`config.mk`:
```
export PLATFORM = sky130hd
export DESIGN_NAME = serial_subtractor_flat
export DESIGN_NICKNAME = d
export VERILOG_FILES = /design/src/rtl/serial_subtractor_pkg.sv /design/src/rtl/serial_subtractor_if.sv /design/src/rtl/serial_subtractor_full_subtractor.sv /design/src/rtl/serial_subtractor.sv /design/src/flat_wrapper.sv
export SDC_FILE = /design/constraint.sdc
export NUM_CORES = 1
export LEC_CHECK = 0
export ABC_AREA = 1
export BUFFER_PORTS_ARGS = -buffer_cell sky130_fd_sc_hd__buf_4
export CORE_MARGIN = 2
export CORE_UTILIZATION = 35
export DETAILED_ROUTE_END_ITERATION = 7
export PLACE_DENSITY = 0.53
export SYNTH_ARGS = -nofsm -noshare
export SYNTH_HDL_FRONTEND = slang
export SYNTH_SLANG_ARGS = --single-unit
```
`constraint.sdc`:
```
create_clock -name clk -period 1.25 [get_ports clk]
set_input_delay 0.1875 -clock clk [delete_from_list [all_inputs] [get_ports clk]]
set_output_delay 0.1875 -clock clk [all_outputs]
set_load 0.02 [all_outputs]
```
`src/rtl/serial_subtractor_pkg.sv`:
```
`default_nettype none
// +----------------------------------------------------------------------------+
// | Package     : serial_arith_pkg                                             |
// | Description : Shared types and helpers for the bit-serial arithmetic      |
// |               cells. Holds the subtractor FSM state encoding and the      |
// |               step-counter width helper.                                  |
// | Revision    : 1.0  initial release                                         |
// +----------------------------------------------------------------------------+
package serial_arith_pkg;

  // Controller states of the serial subtractor.
  typedef enum logic [1:0] {
    IDLE  = 2'd0,
    SHIFT = 2'd1,
    DONE  = 2'd2
  } sub_state_t;

  // Width of a counter that must reach w-1.
  // Never returns less than one bit, so a degenerate width still yields a legal vector.
  function automatic int cnt_width(input int w);
    if (w <= 2) begin
      return 1;
    end
    return $clog2(w);
  endfunction

endpackage : serial_arith_pkg
`default_nettype wire

```
`src/rtl/serial_subtractor_if.sv`:
```
`default_nettype none
// +----------------------------------------------------------------------------+
// | Interface   : serial_subtractor_if                                         |
// | Description : Start/busy/done handshake and operand/result bus between a  |
// |               controlling FSM (master) and the serial subtractor (slave).  |
// | Revision    : 1.0  initial release                                         |
// +----------------------------------------------------------------------------+
// | Signals                                                                    |
// |   start : request, sampled by the slave only while idle                   |
// |   a, b  : minuend / subtrahend, captured on an accepted start             |
// |   busy  : high while the slave is shifting                                 |
// |   done  : one-cycle pulse, diff/bout valid                                 |
// |   diff  : a - b modulo 2^WIDTH                                             |
// |   bout  : final borrow, 1 iff a < b (unsigned)                             |
// +----------------------------------------------------------------------------+
interface serial_subtractor_if #(
  parameter int WIDTH = 8
);

  logic             start;
  logic [WIDTH-1:0] a;
  logic [WIDTH-1:0] b;
  logic             busy;
  logic             done;
  logic [WIDTH-1:0] diff;
  logic             bout;

  modport master (
    output start,
    output a,
    output b,
    input  busy,
    input  done,
    input  diff,
    input  bout
  );

  modport slave (
    input  start,
    input  a,
    input  b,
    output busy,
    output done,
    output diff,
    output bout
  );

endinterface : serial_subtractor_if
`default_nettype wire

```
`src/rtl/serial_subtractor_full_subtractor.sv`:
```
`default_nettype none
// +----------------------------------------------------------------------------+
// | Module      : full_subtractor                                              |
// | Description : Single-bit combinational full subtractor, d = a - b - bin.  |
// | Revision    : 1.0  initial release                                         |
// +----------------------------------------------------------------------------+
// | Ports                                                                      |
// |   a    in  : minuend bit                                                   |
// |   b    in  : subtrahend bit                                                |
// |   bin  in  : borrow in                                                     |
// |   d    out : difference bit                                                |
// |   bout out : borrow out                                                    |
// +----------------------------------------------------------------------------+
module full_subtractor (
  input  logic a,
  input  logic b,
  input  logic bin,
  output logic d,
  output logic bout
);

  assign d = a ^ b ^ bin;

  // Borrow when b exceeds a outright, or when the bits tie and a borrow is
  // already pending from the lower slice.
  assign bout = (~a & b) | (~(a ^ b) & bin);

endmodule : full_subtractor
`default_nettype wire

```
`src/rtl/serial_subtractor.sv`:
```
`default_nettype none
// +----------------------------------------------------------------------------+
// | Module      : serial_subtractor                                            |
// | Description : Bit-serial unsigned subtractor. Computes a - b LSB-first,    |
// |               one bit per clock, through one full-subtractor slice with a |
// |               registered borrow. Start/busy/done handshake.               |
// | Revision    : 1.0  initial release                                         |
// +----------------------------------------------------------------------------+
// | Ports                                                                      |
// |   clk   in  : rising-edge clock                                            |
// |   rst_n in  : asynchronous active-low reset                                |
// |   bus   slave modport of serial_subtractor_if:                             |
// |           start, a, b in ; busy, done, diff, bout out                      |
// | Timing                                                                     |
// |   start sampled at edge E0, WIDTH shift edges E1..E_WIDTH, done high in   |
// |   the following cycle; start-to-start throughput is WIDTH+2 cycles.       |
// +----------------------------------------------------------------------------+
module serial_subtractor
  import serial_arith_pkg::*;
#(
  parameter int WIDTH = 8
) (
  input  logic                clk,
  input  logic                rst_n,
  serial_subtractor_if.slave  bus
);

  localparam int             CNT_W    = cnt_width(WIDTH);
  localparam logic [CNT_W-1:0] LAST_CNT = CNT_W'(WIDTH - 1);

  sub_state_t       state_q,  state_d;
  logic [WIDTH-1:0] a_q,      a_d;
  logic [WIDTH-1:0] b_q,      b_d;
  logic [WIDTH-1:0] res_q,    res_d;
  logic [WIDTH-1:0] diff_q,   diff_d;
  logic             borrow_q, borrow_d;
  logic             bout_q,   bout_d;
  logic [CNT_W-1:0] cnt_q,    cnt_d;

  logic             fs_d;
  logic             fs_bo;
  logic [WIDTH-1:0] res_shifted;

  // The one and only bit-slice; it always looks at the current LSBs.
  full_subtractor u_fs (
    .a    (a_q[0]),
    .b    (b_q[0]),
    .bin  (borrow_q),
    .d    (fs_d),
    .bout (fs_bo)
  );

  // The new difference bit enters at the MSB so that after WIDTH shifts the
  // first (LSB) result bit has arrived at bit 0.
  assign res_shifted = {fs_d, res_q[WIDTH-1:1]};

  always_ff @(posedge clk or negedge rst_n) begin
    if (!rst_n) begin
      state_q  <= IDLE;
      a_q      <= '0;
      b_q      <= '0;
      res_q    <= '0;
      diff_q   <= '0;
      borrow_q <= 1'b0;
      bout_q   <= 1'b0;
      cnt_q    <= '0;
    end else begin
      state_q  <= state_d;
      a_q      <= a_d;
      b_q      <= b_d;
      res_q    <= res_d;
      diff_q   <= diff_d;
      borrow_q <= borrow_d;
      bout_q   <= bout_d;
      cnt_q    <= cnt_d;
    end
  end

  always_comb begin
    state_d  = state_q;
    a_d      = a_q;
    b_d      = b_q;
    res_d    = res_q;
    diff_d   = diff_q;
    borrow_d = borrow_q;
    bout_d   = bout_q;
    cnt_d    = cnt_q;

    unique case (state_q)
      IDLE: begin
        if (bus.start) begin
          a_d      = bus.a;
          b_d      = bus.b;
          res_d    = '0;
          borrow_d = 1'b0;
          cnt_d    = '0;
          state_d  = SHIFT;
        end
      end

      SHIFT: begin
        a_d      = {1'b0, a_q[WIDTH-1:1]};
        b_d      = {1'b0, b_q[WIDTH-1:1]};
        res_d    = res_shifted;
        borrow_d = fs_bo;
        if (cnt_q == LAST_CNT) begin
          // Publish the result only on the final step so diff/bout keep the
          // previous answer for the whole operation. The counter is left
          // alone here and never wraps.
          diff_d  = res_shifted;
          bout_d  = fs_bo;
          state_d = DONE;
        end else begin
          cnt_d = cnt_q + 1'b1;
        end
      end

      DONE: begin
        state_d = IDLE;
      end

      default: begin
        state_d = IDLE;
      end
    endcase
  end

  // Handshake outputs are decoded straight from the state register.
  assign bus.busy = (state_q == SHIFT);
  assign bus.done = (state_q == DONE);
  assign bus.diff = diff_q;
  assign bus.bout = bout_q;

endmodule : serial_subtractor
`default_nettype wire
```
`src/flat_wrapper.sv`:
```
// flat-port wrapper written by rule: the top's interface ports become plain ports
module serial_subtractor_flat import serial_arith_pkg::*;
#(
  parameter int WIDTH = 8
)
  (clk, rst_n, bus_start, bus_a, bus_b, bus_busy, bus_done, bus_diff, bus_bout);
  serial_subtractor_if #(.WIDTH(WIDTH)) bus_i ();
  input  logic clk;
  input  logic rst_n;
  input wire logic [$bits(bus_i.start)-1:0] bus_start;
  input wire logic [$bits(bus_i.a)-1:0] bus_a;
  input wire logic [$bits(bus_i.b)-1:0] bus_b;
  output wire logic [$bits(bus_i.busy)-1:0] bus_busy;
  output wire logic [$bits(bus_i.done)-1:0] bus_done;
  output wire logic [$bits(bus_i.diff)-1:0] bus_diff;
  output wire logic [$bits(bus_i.bout)-1:0] bus_bout;
  assign bus_i.start = bus_start;
  assign bus_i.a = bus_a;
  assign bus_i.b = bus_b;
  assign bus_busy = bus_i.busy;
  assign bus_done = bus_i.done;
  assign bus_diff = bus_i.diff;
  assign bus_bout = bus_i.bout;
  serial_subtractor #(.WIDTH(WIDTH)) u_core (.clk(clk), .rst_n(rst_n), .bus(bus_i));
endmodule
```
After elaboration in Yosys (flattened, before gate mapping)
Cells that the tools add are included.
{ "word_totals": {"word_cells": 42, "reg_bits": 39, "inputBits": 19, "out_inout_bits": 11} }
{ "op_classes": {"reduce_logical": 6, "n_addsub": 1, "muxes": 14, "eq_ne": 6, "bitwise": 7} }
{ "op_table": {"columns": ["op", "n"], "rows": [
  ["one-hot mux 8 bit (2 select lines)", 3],
  ["two-way mux 8 bit", 3],
  ["two-way mux 3 bit", 2],
  ["one-hot mux 3 bit (2 select lines)", 1],
  ["AND reduction 2 bit", 3],
  ["two-way mux 2 bit", 2],
  ["!= test 2 bit (second input constant)", 2],
  ["one-hot mux 2 bit (2 select lines)", 1],
  ["adder 3 x 1 -> 3 bit (second input constant)", 1],
  ["equality test 3 bit (second input constant)", 1],
  ["AND reduction 3 bit", 1],
  ["bitwise AND 1 bit", 2],
  ["equality test 2 x 1 -> 1 bit (second input constant)", 1],
  ["equality test 2 bit (second input constant)", 1],
  ["zero test 2 bit", 1],
  ["!= test 2 x 1 -> 1 bit (second input constant)", 1],
  ["NOT 1 bit", 2],
  ["one-hot mux 1 bit (2 select lines)", 1],
  ["nonzero test 2 bit", 1],
  ["bitwise XOR 1 bit", 2],
  ["two-way mux 1 bit", 1],
  ["bitwise OR 1 bit", 1]
]} }

Longest topological paths before layout
{ "logic_depth": {"word_depth": 5, "mapped_depth": 6, "ltp_nobuf": 6} }

Modules after synthesis
From an unflattened synthesis, not the netlist that was laid out.
{ "unflattened": {"cells_unflattened": 223, "hier_area_um2": 1820.5} }
{ "modules_own_cells": {"columns": ["module", "n_inst", "cells_per_inst", "area_each_um2", "seq_area_each_um2"], "rows": [
  ["serial_subtractor", 1, 219, 1789.2, 950.9],
  ["full_subtractor", 1, 4, 31.3, 0.0]
]} }

Worst setup path after synthesis
OpenSTA, ideal clock, no wires.
{ "synth_timing": {"kind": "register to register", "from": "reg u_core.cnt_q[0]", "to": "reg u_core.diff_q[7] (netlist: u_core.bus.diff[7])", "required_ns": 1.174, "t_arrival_ns": 1.175, "period_less_slack_ns": 1.251, "n_path_buf": 1, "path_slack_ns": -0.001, "path_stages_with_launch": 7, "setup_time_ns": 0.076, "path_cell_list": "dfrtp_1 -> ha_1 -> ha_1 -> nand2_4 -> buf_6 -> nand2_1 -> o21ai_1"} }
{ "synth_between": {"elab_chain_len": 2} }
{ "synth_lines": {"columns": ["item", "line_no", "source"], "rows": [
  ["from (decl)", "serial_subtractor.sv:38", "logic [CNT_W-1:0] cnt_q, cnt_d;"],
  ["from (signal assigned)", "serial_subtractor.sv:75", "cnt_q <= cnt_d;"],
  ["equality test 3 bit", "serial_subtractor.sv:106", "if (cnt_q == LAST_CNT) begin"],
  ["AND reduction 2 bit (no line)", null, null],
  ["to (signal assigned)", "serial_subtractor.sv:72", "diff_q <= diff_d;"],
  ["to (decl)", "serial_subtractor.sv:35", "logic [WIDTH-1:0] diff_q, diff_d;"]
]} }
Every way passes these cells.
A chain may end at the register's enable or synchronous reset.

Worst setup path after layout
{ "layout_timing": {"from": "reg u_core.state_q[1]", "to": "out bus_busy"} }
{ "layout_between": {"elab_chain_len": 1} }
{ "layout_lines": {"columns": ["item", "line_no", "source"], "rows": [
  ["from (decl)", "serial_subtractor.sv:31", "sub_state_t state_q, state_d;"],
  ["from (signal assigned)", "serial_subtractor.sv:68", "state_q <= state_d;"],
  ["equality test 2 x 1 -> 1 bit", "serial_subtractor.sv:129", "assign bus.busy = (state_q == SHIFT);"],
  ["to (decl)", "flat_wrapper.sv:13", "output wire logic [$bits(bus_i.busy)-1:0] bus_busy;"]
]} }
Every way passes these cells.

==> results.py <==
metrics = {
    "timing": {
        "min_period_ps": 1263,
        "tightest_slew_ps": 507.8,
        "tns_ps": -25.74,
        "final.period_utilization_pct": 101.1,
        "rsz0062_at_grt": "true",
        "finalHoldViolCount": 0,
        "slew_headroom_pct": 66.15,
        "setup_viol": 2,
        "maxSlewViolCount": 0,
        "layout_setup_ws_ps": -13.13,
        "holdWs_ps": 85.51,
        "max_clock_freq_mhz": 791.7,
        "fin_worst_skew_ps": 7.588,
    },
    "status": {
        "violations": "negative setup slack",
        "status": "finished, violations left",
    },
    "cells_and_area": {
        "layout_common_cells": "nand2_1 (47), buf_4 (42), nand3_1 (41)",
        "nNetsFinal": 271,
        "area_growth_pct": 33.68,
        "stdcell_count": 320,
        "layout_commonest_cell": "nand2_1",
        "diodes": 0,
        "seq_area_um2": 952.2,
        "multi_input_area_um2": 742.0,
        "fillers": 505,
        "final_area_um2": 2404,
        "drive_above_1_share_pct": 34.40,
    },
    "floorplan": {
        "die_w_um": 75.68,
        "ios": 30,
        "rows": 26,
        "start_util_pct": 35.66,
        "coreArea_um2": 5042,
        "die_area_um2": 5727,
        "fp.dieH_um": 75.68,
    },
    "power_and_ir_drop": {
        "p_leak_uw": 0.001237,
        "p_per_area_nw_per_um2": 2318,
        "peakVddDrop_mv": 0.8826,
        "p_total_uw": 5572,
    },
    "clock_network": {
        "cts.htree.levels": 2,
        "clk_latency_ps": 290,
        "clk_path_buf_depth": 2,
        "cts_inserted_buffers": 5,
        "root_buffer": "clkbuf_8",
        "cts.sink_count": 38,
        "clk_pin_slew_ps": 80,
        "tritoncts": "done",
    },
    "grt": {
        "globalRouteOverflowTotal": 0,
        "antenna_found_initial": 0,
        "grt_pass1_vias": 1404,
        "grt_pass1_wl_mm": 6.486,
        "grt_usage_pct": 15.42,
        "gr-usage-met2_pct": 23.57,
        "grt_max_degree": 39,
        "top_usage_layer": "met2",
        "use_met1_pct": 20.96,
        "grtUsageMet3_pct": 4.630,
    },
    "critical_path": {
        "worstPathCellList": "buf_6, nor2_8, buf_6",
        "worstSetupEndpointType": "primary output",
        "r2r_cells": 6,
        "critPathBufInv": 2,
        "critical_path_depth": 3,
        "max_stage_delay_ps": 420,
        "crit_slowest_cell": "dfrtp_1",
        "worst-path-max-fanout": 3,
        "cp-start-kind": "flop",
        "crit_family": "flip-flops",
        "required_ps": 1060,
        "cp.arrival_ps": 1080,
        "crit_type": "flop to primary output",
        "cp_common_cell": "buf_6",
    },
    "route": {
        "detail-route-antenna-nets": 0,
        "dr.first_iter.drc_count": 45,
        "wire_per_inst_um": 11.97,
        "vias": 1497,
        "viasPerCell": 4.678,
        "post-route-drc-count": 0,
        "dr.pass1.iters": 4,
        "wl_mm": 3.830,
    },
    "place": {
        "gp_congestion": 0.7217,
        "dp.cells": 305,
        "place_area_um2": 2148,
        "dp_hpwl_mm": 2.502,
        "io_buffers": 29,
    },
    "run": {
        "max_cap_violations": 0,
    },
    "synthesis": {
        "ys_ff_latch": 38,
        "yosys-top-cells-area": "dfrtp_1 (53%), nand3_1 (12%), nand2_1 (10%), o21ai_2 (5.8%), inv_1 (5.4%)",
        "yosysSeqAreaShare_pct": 52.89,
        "synth_top_area_cell": "dfrtp_1",
        "synth.cell_area_um2": 1798,
        "synth_cells": 201,
        "synth_nets": 223,
        "postSynthAreaPerCell_um2": 8.945,
        "ys_types": 18,
        "yosysTopAreaCellShare_pct": 52.89,
        "yosysWarnings": 0,
    },
    "worst_hold_path": {
        "min-delay-path-class": "input pin to flop",
        "hold_depth": 3,
    },
}
==> path summary, 6_finish.rpt <==
path,slack (ps),endpoint,startpoint
min in group asynchronous,400,u_core.bus.diff[0],rst_n
max in group asynchronous,460,u_core.state_q[0],rst_n
worst max register to register,40,u_core.bus.diff[7],u_core.state_q[1]
worst min-delay path,90,u_core.a_q[7],bus_a[7]
worst max-delay path,-10,bus_busy,u_core.state_q[1]
worst min register to register,490,u_core.res_q[5],u_core.res_q[6]
==> worst reg2reg max path: cells and delay by family (launching register included) <==
kind	cells	cell delay [ps]
buffers and inverters	3	450
flip-flops	1	420
AND/OR/NAND/NOR	2	170
AO/OA/AOI/OAI	1	110
==> cells by family after synthesis <==
| group | count (synthesis) | share of synthesized area [%] |
|---|---|---|
| AND/OR/NAND/NOR | 106 | 28.04 |
| flip-flops | 38 | 52.89 |
| buffers and inverters | 37 | 9.324 |
| AO/OA/AOI/OAI | 17 | 7.237 |
| adder cells (fa/ha/maj) | 3 | 2.505 |
==> layer usage <==
metal	up-vias	routed length, µm
met1	721	1819
met4	0	37
li1	736	-
met2	36	1782
met5	-	0
met3	4	190
==> power by group <==
group	internal, µW	switching [µW]
logic	1130	1410
clock network	587	442
registers	1720	277
==> sequential cells by signal (all words and copies together) (netlist names) <==
register,count
u_core.bus.bout,1
u_core.bus.diff,8
u_core.cnt_q,3
u_core.res_q,7
u_core.b_q,8
u_core.state_q,2
u_core.borrow_q,1
u_core.a_q,8
==> area by class of cell <==
class,instances,area share (%)
Sequential cell,38,39.61
Clock buffer,5,2.863
Multi-Input combinational cell,126,30.87
Tap cell,70,3.644
Clock inverter,3,1.666
Timing Repair Buffer,50,16.97
Inverter,28,4.373
==> synthesized netlist by cell type <==
cell type / number
buf_6: 2
nand4_1: 5
ha_1: 2
buf_4: 2
nand2_4: 3
fa_1: 1
o21ai_2: 12
o21ai_1: 1
inv_2: 2
nand2_2: 1
nand3_1: 42
buf_2: 5
nand2_1: 50
dfrtp_1: 38
inv_1: 26
nor2_8: 1
o21ai_0: 4
nor2_1: 4
==> timing repair <==
action	CTS	global route
hold endpoints to repair	38	0
hold buffers	1	0
endpoints found under the setup margin	10	19
gates cloned	0	0
resized for setup	12	10
setup buffers	6	0
pin swaps	1	2
==> stage by stage <==
stage          utilization, %  setup WS [ps]
6_report                47.67         -13.13
4_1_cts                 46.97         -30.73
3_5_place_dp            42.61         -6.583
3_3_place_gp            42.61          30.67
2_1_floorplan               -          29.01
5_1_grt                 47.67         -61.87
Power figures use the tool's default switching activity.
